--- src/rtl/key_load_ctrl_if.sv ---
// rtl/key_load_ctrl_if.sv - one-bit-per-beat serial key stream with valid/ready handshake
interface key_load_ctrl_if;
    logic ser_valid;
    logic ser_data;
    logic ser_ready;

    // Key source side: presents bits, observes acceptance
    modport master (
        output ser_valid,
        output ser_data,
        input  ser_ready
    );

    // Controller side: consumes bits, signals acceptance
    modport slave (
        input  ser_valid,
        input  ser_data,
        output ser_ready
    );
endinterface

--- src/rtl/key_load_ctrl.sv ---
// rtl/key_load_ctrl.sv - deserialise, parity-check and commit the logic-lock unlock key
module key_load_ctrl #(
    parameter int KEY_WIDTH = 4
) (
    input  logic                 clk,
    input  logic                 rst,
    input  logic                 start,
    key_load_ctrl_if.slave       ser,
    output logic [KEY_WIDTH-1:0] key_out,
    output logic                 key_valid,
    output logic                 busy,
    output logic                 done,
    output logic                 err
);

    // A single-bit key still needs a one-bit counter
    localparam int CW = (KEY_WIDTH > 1) ? $clog2(KEY_WIDTH) : 1;
    localparam logic [CW-1:0] LAST = CW'(KEY_WIDTH - 1);

    typedef enum logic [1:0] {
        IDLE,
        LOAD,
        CHECK
    } state_t;

    state_t               state;
    state_t               state_nxt;
    logic [CW-1:0]        cnt;
    logic [KEY_WIDTH-1:0] shadow;
    logic                 beat;
    logic                 parity_ok;

    // Handshake and status decode purely from registered state
    assign ser.ser_ready = (state == LOAD) || (state == CHECK);
    assign busy          = (state != IDLE);
    assign beat          = ser.ser_valid & ser.ser_ready;
    // Even parity over key plus trailing bit
    assign parity_ok     = (ser.ser_data == ^shadow);

    // State register
    always_ff @(posedge clk) begin
        if (rst) begin
            state <= IDLE;
        end else begin
            state <= state_nxt;
        end
    end

    // Next-state decode; start outside IDLE has no effect
    always_comb begin
        state_nxt = state;
        case (state)
            IDLE:    if (start) state_nxt = LOAD;
            LOAD:    if (beat && (cnt == LAST)) state_nxt = CHECK;
            CHECK:   if (beat) state_nxt = IDLE;
            default: state_nxt = IDLE;
        endcase
    end

    // Shadow shift-in, commit on good parity, clear on bad parity
    always_ff @(posedge clk) begin
        if (rst) begin
            cnt       <= '0;
            shadow    <= '0;
            key_out   <= '0;
            key_valid <= 1'b0;
            done      <= 1'b0;
            err       <= 1'b0;
        end else begin
            done <= 1'b0;
            case (state)
                IDLE: begin
                    if (start) begin
                        cnt       <= '0;
                        shadow    <= '0;
                        err       <= 1'b0;
                        key_valid <= 1'b0;
                    end
                end
                LOAD: begin
                    if (beat) begin
                        shadow[cnt] <= ser.ser_data;
                        // Hold at the last index so cnt stays within the key
                        if (cnt != LAST) begin
                            cnt <= cnt + 1'b1;
                        end
                    end
                end
                CHECK: begin
                    if (beat) begin
                        done <= 1'b1;
                        if (parity_ok) begin
                            key_out   <= shadow;
                            key_valid <= 1'b1;
                            err       <= 1'b0;
                        end else begin
                            key_out   <= '0;
                            key_valid <= 1'b0;
                            err       <= 1'b1;
                        end
                    end
                end
                default: ;
            endcase
        end
    end

endmodule

--- src/flat_wrapper.sv ---
// flat-port wrapper written by rule: the top's interface ports become plain ports
module key_load_ctrl_flat 
#(
    parameter int KEY_WIDTH = 4
)
  (clk, rst, start, key_out, key_valid, busy, done, err, ser_ser_valid, ser_ser_data, ser_ser_ready);
  key_load_ctrl_if ser_i ();
  input  logic clk;
  input  logic rst;
  input  logic start;
  output logic [KEY_WIDTH-1:0] key_out;
  output logic key_valid;
  output logic busy;
  output logic done;
  output logic err;
  input wire logic [$bits(ser_i.ser_valid)-1:0] ser_ser_valid;
  input wire logic [$bits(ser_i.ser_data)-1:0] ser_ser_data;
  output wire logic [$bits(ser_i.ser_ready)-1:0] ser_ser_ready;
  assign ser_i.ser_valid = ser_ser_valid;
  assign ser_i.ser_data = ser_ser_data;
  assign ser_ser_ready = ser_i.ser_ready;
  key_load_ctrl #(.KEY_WIDTH(KEY_WIDTH)) u_core (.clk(clk), .rst(rst), .start(start), .ser(ser_i), .key_out(key_out), .key_valid(key_valid), .busy(busy), .done(done), .err(err));
endmodule
--- config.mk ---
export PLATFORM = sky130hd
export DESIGN_NAME = key_load_ctrl_flat
export DESIGN_NICKNAME = d
export VERILOG_FILES = /design/src/rtl/key_load_ctrl_if.sv /design/src/rtl/key_load_ctrl.sv /design/src/flat_wrapper.sv
export SDC_FILE = /design/constraint.sdc
export NUM_CORES = 1
export LEC_CHECK = 0
export ABC_AREA = 0
export ABC_CLOCK_PERIOD_IN_PS = 1660
export CORE_MARGIN = 2
export CORE_UTILIZATION = 30
export CTS_CLUSTER_SIZE = 25
export DETAILED_ROUTE_END_ITERATION = 10
export PLACE_DENSITY = 0.55
export SLEW_MARGIN = 20
export SYNTH_ARGS = -nofsm -noshare
export SYNTH_HDL_FRONTEND = slang
export SYNTH_SLANG_ARGS = --single-unit
--- constraint.sdc ---
create_clock -name clk -period 1.66 [get_ports clk]
set_clock_uncertainty 0.05 [all_clocks]
set_input_delay 0.249 -clock clk [delete_from_list [all_inputs] [get_ports clk]]
set_output_delay 0.249 -clock clk [all_outputs]
set_load 0.05 [all_outputs]
==> results.cfg <==
[status]
status = finished clean

[die]
ioPinCount = 14
coreArea_um2 = 2734
die_w_um = 57.53
die_area_um2 = 3310
die_h_um = 57.53
initial_utilization = 0.3144
rows = 19

[drt]
viasPerCell = 4.793
drc = 0
ant_nets = 0
vias = 719
drt_iter0_markers = 30
firstDrtPassIters = 3
wirelength_mm = 1.900
wl_per_cell_um = 12.67

[timing]
setup_ws_ns = 0.05315
slew_viol_final = 0
max_slew_margin = 0.8166
rsz0062_at_grt = no
setup_viol = 0
fin_crit_ns = 1.607
finalSetupTns_ns = 0
hold_viol_final = 0
finalCritPeriodShare = 0.9680
worst_slew_pin_slew_ns = 0.2731
timing.fmax_ghz = 0.6223

[critical_path]
cp_max_fo = 4
cp_slowest_stage_delay_ns = 0.46
startpoint = u_core.state[0]
crit_path_end_kind = flop
cp.arrival_ns = 1.78
r2r-start = u_core.state[0]
crit_required_ns = 1.83
start_kind = flop
cp_slowest_cell = or4b_1
path_cells = inv_2 -> ha_4 -> mux2_4 -> o21ai_4 -> or4b_1 -> a21oi_1
critPathKind = flop to flop

[clock_network]
cts_tree = built
cts_root_buffer = clkbuf_4
cts.sinks = 15
clock_latency_ns = 0.28
cts_setup_buffers = 0
cts_max_level = 1
numCtsBuffers = 3
clk_pin_slew_worst_paths_ns = 0.09
clock_path_buffers = 2

[logic_synthesis]
synth_area_leaders = dfxtp_1 (35%), ha_1 (13%), a21oi_1 (7.0%)
yosys_most_used_dff = dfxtp_1
synth_warnings = 0
synth_nets = 108
syn_area_um2 = 859.6
synthDistinctLibCells = 28
synth_top_cell_area_share = 0.3493
yosys.area_share.simple = 0.1703
synth_xor_xnor_area_share = 0.1121
yosysSeqAreaShare = 0.3493
synth_adder_area_share = 0.1310
synth.avg_cell_area_um2 = 9.144
ys_ff_latch = 15
yosys.area.top_type = dfxtp_1
synth_edf_count = 0
syn_inst = 94
async_flop_share = 0
synth_mux_area_frac = 0.01747
synth_top_family_by_area = compound AO/OA/AOI/OAI gates
synth_compound_area_frac = 0.1892

[power]
pwr-share-seq = 0.442
combPwrFrac = 0.312
peakVddDrop_mv = 0.6656
clkPwrFrac = 0.246
p_int_mw = 0.5946
power_density_nw_per_um2 = 747.3
p_switching_mw = 0.2637
power.leakage_nw = 0.4635
switching_share = 0.3072

[layout]
fin_area_um2 = 1149
final_cell_mix = buf_4 (16), dfxtp_1 (13), a21oi_1 (12), nand2_1 (10)
drive_gt1_frac = 0.2689
final_common_cell = buf_4
fin_cells = 150
n_antenna_cell = 0
nets = 134
syn_to_final_growth_pct = 33.62
fill_cells = 289

[placement]
routabilityCongestion = 0.7374
hpwlAfterDp_mm = 1.426
port_buffers = 13
place_ws_ns = -0.07741
place_inst = 146
postPlaceCellArea_um2 = 1107

[grt]
track_usage = 0.1255
grt_pass1_wl_mm = 3.208
grt_pass1_vias = 708
antenna_found_initial = 0
grt.overflow.total = 0
grt_max_degree = 9

[min_path]
hp-class = flop to flop
min_from = u_core.key_out[3]

[job]
cap_violations = 0
synthesized netlist by cell type (2+ instances only):
cell type / instances
inv_1: 6
nor2_1: 6
o21ai_0: 8
ha_1: 9
xnor3_1: 2
a21oi_1: 12
dfxtp_1: 15
nand2_1: 10
xnor2_1: 3
nand3_1: 5
timing repair:
item / CTS / global route
endpoints found under the setup margin: 1 / 2
hold buffers: 0 / 0
gates resized for setup: 3 / 4
worst max-delay path: cells and delay by family (launching register included):
kind            cells  cell delay, ns
flops               1            0.37
simple gates        1            0.46
compound gates      2            0.21
buf+inv             1            0.07
fa+ha+maj           1            0.17
mux                 1            0.21
state kept, by name, summed over array words and instances, names as in the netlist:
| signal | flops |
|---|---|
| u_core.cnt | 2 |
| u_core.state | 2 |
| u_core.done | 1 |
| u_core.shadow | 4 |
| u_core.key_valid | 1 |
| u_core.key_out | 4 |
| u_core.err | 1 |
layer usage:
metal,up-vias,wire (µm),track usage
met1,328,912,0.1706
met5,-,0,0
met2,10,908,0.1916
li1,379,-,-
met4,0,10,0.03322
met3,2,68,0.04082
metrics by stage:
stage	total power, mW	util	hold slack [ns]
finish	0.8583	0.4201	0.4025
global route	0.9104	0.4201	0.4376
CTS	0.8642	0.4151	0.4084
detailed placement	0.6462	0.4050	0.3953
global placement	0.6418	0.4050	0.3930
floorplan	0.5456	-	0.2681
power by group through the flow:
stage	registers, mW	logic (mW)	clock network (mW)
4_1_cts	0.380	0.261	0.223
5_1_grt	0.381	0.291	0.238
2_1_floorplan	0.383	0.163	0
6_report	0.379	0.268	0.212
3_3_place_gp	0.386	0.256	0
3_5_place_dp	0.386	0.260	0
kinds of logic (layout without fill, tap and decap cells):
kind of cell / after synthesis / after routing
muxes: 1 / 1
and+or+nand+nor: 29 / 29
DFF: 15 / 15
xor gates and xnor gates: 7 / 7
AOI/OAI and AO/OA: 26 / 26
adders and majority gates: 9 / 9
buffers and inverters: 7 / 32
area by class of cell:
type	count	area, µm²	share of cell area
Multi-Input combinational cell	72	558.0	0.4858
Tap cell	31	38.79	0.03377
Timing Repair Buffer	22	200.2	0.1743
Inverter	6	22.52	0.01961
Clock buffer	4	26.28	0.02288
Sequential cell	15	302.8	0.2636
path summary, 6_finish.rpt:
check,endpoint,slack (ns),cells after the start
worst max register to register,u_core.cnt[0],0.05,6
worst max-delay path,u_core.cnt[0],0.05,6
worst min-delay path,u_core.key_out[3],0.40,2
worst min register to register,u_core.key_out[3],0.40,2
No activity file was read; power rests on OpenSTA's default activity.
